===== src/rtl/instr_fetch_unit.sv =====
// instr_fetch_unit: instruction fetch PC, combinational imem access, prefetch queue to decode
// clk, rst_n          : clock (rising edge), asynchronous active-low reset
// o_imem_address      : word-aligned byte address to instruction memory (= fetch pc)
// i_imem_data         : instruction word for o_imem_address, same cycle
// i_fetch_en          : 1 allows fetch, 0 holds the fetch pc
// i_redirect_valid/pc : redirect request and target, flushes the queue
// o_out_valid/i_out_ready/o_out_instr/o_out_pc : head entry handshake to decode
// o_queue_count       : number of valid queue entries
module instr_fetch_unit #(
  parameter int ADDR_SIZE = 64,
  parameter int INSTR_SIZE = 32,
  parameter int DEPTH = 4,
  parameter int LOG_DEPTH = 2,
  parameter logic [ADDR_SIZE-1:0] RESET_PC = '0
) (
  input  logic                  clk,
  input  logic                  rst_n,
  output logic [ADDR_SIZE-1:0]  o_imem_address,
  input  logic [INSTR_SIZE-1:0] i_imem_data,
  input  logic                  i_fetch_en,
  input  logic                  i_redirect_valid,
  input  logic [ADDR_SIZE-1:0]  i_redirect_pc,
  output logic                  o_out_valid,
  input  logic                  i_out_ready,
  output logic [INSTR_SIZE-1:0] o_out_instr,
  output logic [ADDR_SIZE-1:0]  o_out_pc,
  output logic [LOG_DEPTH:0]    o_queue_count
);
  localparam logic [LOG_DEPTH:0] L_FULL = (LOG_DEPTH+1)'(DEPTH);
  localparam logic [LOG_DEPTH:0] L_ONE = (LOG_DEPTH+1)'(1);
  logic [ADDR_SIZE-1:0]  r_fetch_pc;
  logic [LOG_DEPTH-1:0]  r_wr, r_rd;
  logic [LOG_DEPTH:0]    r_count;
  logic [ADDR_SIZE-1:0]  r_pc_q [DEPTH];
  logic [INSTR_SIZE-1:0] r_instr_q [DEPTH];
  logic w_empty, w_pop, w_push;
  always_comb begin
    w_empty = r_count == '0;
    o_out_valid = ~w_empty & ~i_redirect_valid;
    w_pop = o_out_valid & i_out_ready;
    // a full queue still accepts a fetch when the head leaves in the same cycle
    w_push = i_fetch_en & ~i_redirect_valid & ((r_count < L_FULL) | w_pop);
    o_imem_address = r_fetch_pc;
    o_out_instr = w_empty ? '0 : r_instr_q[r_rd];
    o_out_pc = w_empty ? '0 : r_pc_q[r_rd];
    o_queue_count = r_count;
  end
  always_ff @(posedge clk or negedge rst_n)
    if (!rst_n) begin
      r_fetch_pc <= RESET_PC;
      r_wr <= '0;
      r_rd <= '0;
      r_count <= '0;
    end else if (i_redirect_valid) begin
      r_fetch_pc <= {i_redirect_pc[ADDR_SIZE-1:2], 2'b00};
      r_wr <= '0;
      r_rd <= '0;
      r_count <= '0;
    end else begin
      r_fetch_pc <= w_push ? r_fetch_pc + ADDR_SIZE'(4) : r_fetch_pc;
      r_wr <= w_push ? r_wr + 1'b1 : r_wr;
      r_rd <= w_pop ? r_rd + 1'b1 : r_rd;
      r_count <= (w_push & ~w_pop) ? r_count + L_ONE : (w_pop & ~w_push) ? r_count - L_ONE : r_count;
    end
  always_ff @(posedge clk)
    if (w_push) begin
      r_pc_q[r_wr] <= r_fetch_pc;
      r_instr_q[r_wr] <= i_imem_data;
    end
endmodule

===== config.mk =====
export PLATFORM = sky130hd
export DESIGN_NAME = instr_fetch_unit
export DESIGN_NICKNAME = d
export VERILOG_FILES = /design/src/rtl/instr_fetch_unit.sv
export SDC_FILE = /design/constraint.sdc
export NUM_CORES = 1
export LEC_CHECK = 0
export ABC_AREA = 1
export CORE_ASPECT_RATIO = 0.9
export CORE_MARGIN = 2
export CORE_UTILIZATION = 35
export DETAILED_ROUTE_END_ITERATION = 10
export PLACE_DENSITY = 0.65
export SKIP_LAST_GASP = 1
export SYNTH_ARGS = -nofsm -noshare
export SYNTH_HDL_FRONTEND = slang
export SYNTH_SLANG_ARGS = --single-unit

===== constraint.sdc =====
create_clock -name clk -period 15.9 [get_ports clk]
set_clock_uncertainty 0.15 [all_clocks]
set_input_delay 3.975 -clock clk [delete_from_list [all_inputs] [get_ports clk]]
set_output_delay 3.975 -clock clk [all_outputs]
set_load 0.05 [all_outputs]

==> impl_metrics.ini, run 1 <==
[routing]
drc = 0
dr.pass1.iters = 5
final_antenna_net_count = 0
vias = 14900
drtIter0Drc = 1209
wirelength_mm = 57.2
avgRoutedWirePerCell_um = 19.0
viasPerCell = 4.95

[yosys]
ys.flop_type = edfxtp_1
ys_warn_count = 0
synth_edf_count = 376
synthTopCellsByArea = edfxtp_1 57%, nor2_1 9.7%, dfrtp_1 8.7%
synth_top_area_cell = edfxtp_1
synth.most_common_cell = nor2_1
synth_top_cell_area_share = 0.572
synthesis.area_um2 = 19700
ys_async_sr_fraction = 0.155
syn-instance-count = 1984
seq_area_frac_synth = 0.659
synth.lib_cells_used.distinct = 35
synth_commonest_cells = 511 x nor2_1, 376 x edfxtp_1, 374 x nand2_1
synth_seq_cells = 445
synth_area_per_cell_um2 = 9.95

[timing]
period_needed_ps = 9570
holdWs_ps = 406
worst_slew_pin_slew_ps = 1150
finalSetupViolCount = 0
fin_tns_setup_ps = 0
rsz0062_at_grt = false
hold_viol_final = 0
drv_slew = 0
slew_headroom = 0.234
fin_crit_sh = 0.602
finalWorstSetupSlack_ps = 6330
max_freq_ghz = 0.104

[power_and_ir_drop]
ir_drop_v = 0.0000961
power.switching_mw = 1.96
switching_share = 0.433
p_leak_nw = 8.67
p_total_mw = 4.53
p_per_area_nw_per_um2 = 184
clkPwrFrac = 0.240
power_frac_seq = 0.336
p_int_mw = 2.57
pwr-share-comb = 0.424

[final_layout]
fin_cells = 3018
area_growth_pct = 24.6
seq_area_um2 = 13000
layout-drive-gt1-share = 0.0524
design_area_um2 = 24600
fin_util = 0.441
n_fill_cell = 5179
multi_input_area_um2 = 6000
finalNetCount = 2324

[clocking]
clk_pin_slew_ps = 60
cts_tree = yes
postCtsSetupBuffers = 0
clk_latency_ps = 580
ctsResizeCount = 0
cts-root-buf = clkbuf_16
clock-sinks = 445
cts_htree_levels = 2
cts_buffer_depth = 3
cts_hold_buf = 0
numCtsBuffers = 48

[placed_design]
post-dp-hpwl_mm = 36.3
portBuffers = 258
globalplace.congestion = 0.902
dp_slack_ps = 6300
dp.cells = 2923
postPlaceCellArea_um2 = 23000

[global_routing]
antenna_found_initial = 10
groute.usage.overall = 0.193
grt_max_degree = 105
grt_pass1_wl_mm = 85.3
grt_pass1_vias = 14500
overflow = 0

[floorplanning]
pin_count = 265
die-area_um2 = 58300
rows = 82
fp.dieH_um = 229
coreArea_um2 = 55700
die_w_um = 254
start_util = 0.354

[worst_setup_path]
setup.worst_path.end_class = output port
critPathMaxFanout = 66
cp.required_ps = 11780
rr_worst_depth = 9
critical_path.reg2reg.endpoint = r_pc_q[1][48]$_DFFE_PP_
reg2reg_from = o_queue_count[2]$_DFFE_PN0P_
reg2reg_slack_ps = 11730
critPathKind = in2out
crit_end = o_out_valid
critPathLaunch = i_redirect_valid
startpoint_type = primary input
crit_arrival_ps = 5450

[status]
status = finished, final reports clean

[flow_run]
maxCapViolCount = 0

[min_path]
hold_class = reg2reg
holdCritStartpoint = o_queue_count[0]$_DFFE_PN0P_
## cell type report
cell class / count / share of cell area
Antenna cell: 10 / 0.00102
Clock buffer: 58 / 0.0516
Clock inverter: 27 / 0.0108
Inverter: 92 / 0.0143
Multi-Input combinational cell: 1354 / 0.244
Sequential cell: 445 / 0.530
Tap cell: 756 / 0.0385
Timing Repair Buffer: 276 / 0.110
## cells by family (layout without fill, tap and decap cells)
kind of cell    count (synthesis)  count (layout)  share of synthesized area
fa+ha+maj                       6               6                    0.00418
compound gates                360             360                     0.0959
simple gates                  959             959                      0.190
buf+inv                       188             453                     0.0388
flops                         445             445                      0.659
other cells                     1              14                   0.000190
xor+xnor                       25              25                     0.0111
## power groups by stage
stage	registers [mW]	clock network [mW]	logic [mW]
final	1.52	1.09	1.92
after global routing	1.53	1.16	2.04
after CTS	1.52	1.11	1.94
after detailed placement	1.55	0	1.93
after global placement	1.54	0	1.91
after floorplan	1.58	0	1.20
## per-layer routing
layer | up-vias | global-route usage | wire [um]
met5 | - | 0 | 0
met4 | 0 | 0.0711 | 1650
met3 | 92 | 0.0341 | 3480
met2 | 495 | 0.308 | 27000
met1 | 7200 | 0.262 | 25000
li1 | 7156 | - | -
## worst min-delay path by stage
stage	end	cells after the start
CTS	o_queue_count[1]$_DFFE_PN0P_	2
global placement	o_queue_count[2]$_DFFE_PN0P_	2
finish	o_queue_count[0]$_DFFE_PN0P_	2
floorplan	r_wr[0]$_DFFE_PN0N_	1
global route	o_queue_count[1]$_DFFE_PN0P_	2
detailed placement	o_queue_count[1]$_DFFE_PN0P_	2
## state kept, by name (all words and copies together), names as in the netlist
register,flops
r_pc_q,248
r_rd,2
r_wr,2
r_instr_q,128
o_imem_address,62
o_queue_count,3
## worst max-delay path, cell delays in order
cell             delay (ps)
buf_2                    70
buf_4                   540
nor2_1                  110
clkdlybuf4s50_1         730
## cell usage in the layout, fill, tap and decap left out, types with 3 or more instances in the layout
cell type and count:
a21oi_1 100, a22o_1 4, buf_4 18, bufinv_16 4
clkbuf_1 8, clkbuf_16 49, clkdlybuf4s50_1 256, clkinv_1 5
clkinv_2 8, clkinv_4 3, conb_1 4, dfrtp_1 67
diode_2 10, edfxtp_1 376, ha_1 5, inv_1 89
inv_4 3, inv_6 4, nand2_1 374, nand3_1 45
nand4_1 11, nor2_1 507, nor2_2 10, nor2_4 8
o211ai_1 8, o21a_1 3, o21ai_0 213, o21ai_1 14
o21bai_1 11, xnor2_1 6, xor2_1 19
Note: power is estimated with default switching activity, not from simulation.
==> inputs of run 2 (changes only) <==
Settings changed: PLACE_DENSITY 0.65 to 0.67.
Clock period 15.9 ns to 8.27 ns, I/O delays scaled along.
==> run 2 against run 1 <==
Combinational power increased by 94%. Register-to-register slack worse by 6600 ps. Wire length increased by 1.4%. Global-route usage increased by 0.38 points. Utilization up 0.15 points. Worst hold slack got worse by 40 ps.
==> impl_metrics.ini, run 2 (synthesis gave the netlist of run 1 again) <==
[worst_setup_path]
crit_arrival_ps = 3950
critPathTopFamily = buffers and inverters
setup.worst_path.end_class = output port
reg2reg_slack_ps = 5140
slowest_delay_ps = 850
path_cells = inv_4 -> buf_4 -> o21ai_0 -> a21oi_1 -> clkdlybuf4s50_1
critPathSlowestCell = inv_4
critPathMaxFanout = 111
critPathKind = reg2out
startpoint_type = flop
cp.required_ps = 6050
worst-path-buf-inv = 3

[routing]
drtIter0Drc = 1432
wirelength_mm = 58.0
final_antenna_net_count = 0
vias = 15000
dr.pass1.iters = 7
avgRoutedWirePerCell_um = 19.2
drc = 0
viasPerCell = 4.97

[status]
status = finished, final reports clean

[timing]
fin_tns_setup_ps = 0
finalSetupViolCount = 0
fin_crit_sh = 0.746
finalWorstSetupSlack_ps = 2100
period_needed_ps = 6170
holdWs_ps = 366
worst_slew_pin_slew_ps = 1090
drv_slew = 0
hold_viol_final = 0
slew_headroom = 0.276
rsz0062_at_grt = false
max_freq_ghz = 0.162

[power_and_ir_drop]
clkPwrFrac = 0.247
pwr-share-comb = 0.421
ir_drop_v = 0.000329
p_leak_nw = 8.71
switching_share = 0.431
power.switching_mw = 3.80
p_int_mw = 5.03
power_frac_seq = 0.331
p_per_area_nw_per_um2 = 358

[clocking]
cts-root-buf = clkbuf_16
cts_htree_levels = 2
clock-sinks = 445
clk_pin_slew_ps = 60
postCtsSetupBuffers = 0
cts_hold_buf = 0
cts_buffer_depth = 3
cts_tree = yes
numCtsBuffers = 48
ctsResizeCount = 0
clk_latency_ps = 580

[placed_design]
portBuffers = 258
dp.cells = 2925
post-dp-hpwl_mm = 36.5
dp_slack_ps = 2590
globalplace.congestion = 0.936

[flow_run]
maxCapViolCount = 0

[final_layout]
fin_util = 0.443
layout-drive-gt1-share = 0.0532
largest_reg_flops = 248
finalNetCount = 2326
layout_common_cells = 507 x nor2_1, 376 x edfxtp_1, 374 x nand2_1, 256 x clkdlybuf4s50_1, 213 x o21ai_0
area_growth_pct = 25.0
regMostFlops = r_pc_q
layout_commonest_cell = nor2_1
fin_cells = 3017

[floorplanning]
coreArea_um2 = 55700
pin_count = 265
die_w_um = 254
start_util = 0.354
die-area_um2 = 58300
rows = 82
fp.dieH_um = 229

[global_routing]
groute.usage.overall = 0.196
grt_pass1_vias = 14400
grt_pass1_wl_mm = 86.4
antenna_found_initial = 4
grt_max_degree = 112
overflow = 0

[min_path]
hold_class = reg2reg
[run 2: per-stage QoR]
stage	power, mW	area (um^2)
finish	8.84	24700
global placement	6.66	23100
detailed placement	6.71	23100
CTS	8.91	24700
floorplan	5.33	19800
global route	9.22	24700
[run 2: metal layers]
layer / track usage / routed length, um
met1: 0.266 / 25100
met2: 0.315 / 27400
met3: 0.0336 / 3580
met4: 0.0767 / 1980
met5: 0 / 0
[run 2: power by group through the flow]
stage          combinational [mW]  sequential (mW)  clock, mW
6_report                     3.72             2.93       2.19
5_1_grt                      3.94             2.95       2.32
4_1_cts                      3.75             2.93       2.23
3_5_place_dp                 3.74             2.97          0
3_3_place_gp                 3.70             2.96          0
2_1_floorplan                2.30             3.03          0
[run 2: area by class of cell]
cell class / count / area [um^2]
Clock buffer: 57 / 1260
Fill cell: 5188 / 31000
Timing Repair Buffer: 278 / 2740
Inverter: 92 / 353
Multi-Input combinational cell: 1354 / 6000
Clock inverter: 31 / 349
Antenna cell: 4 / 10.0
Tap cell: 756 / 946
Sequential cell: 445 / 13000
[run 2: final timing paths]
| kind | start | to | depth (start not counted) |
|---|---|---|---|
| worst max-delay path | r_rd[0]$_DFFE_PN0P_ | o_out_pc[57] | 5 |
| worst min-delay path | o_queue_count[2]$_DFFE_PN0P_ | o_queue_count[2]$_DFFE_PN0P_ | 2 |
| worst max register to register | o_queue_count[2]$_DFFE_PN0P_ | r_instr_q[3][12]$_DFFE_PP_ | 8 |
| worst min register to register | o_queue_count[2]$_DFFE_PN0P_ | o_queue_count[2]$_DFFE_PN0P_ | 2 |
| max in group asynchronous | rst_n | r_rd[1]$_DFFE_PN0P_ | 2 |
| min in group asynchronous | rst_n | o_imem_address[29]$_DFFE_PN0N_ | 2 |
[run 2: worst register-to-register path, delay by kind of cell, from the launching register on]
| kind | cells | cell delay, ps |
|---|---|---|
| buf+inv | 5 | 1810 |
| simple gates | 2 | 260 |
| compound gates | 1 | 60 |
| flops | 1 | 390 |
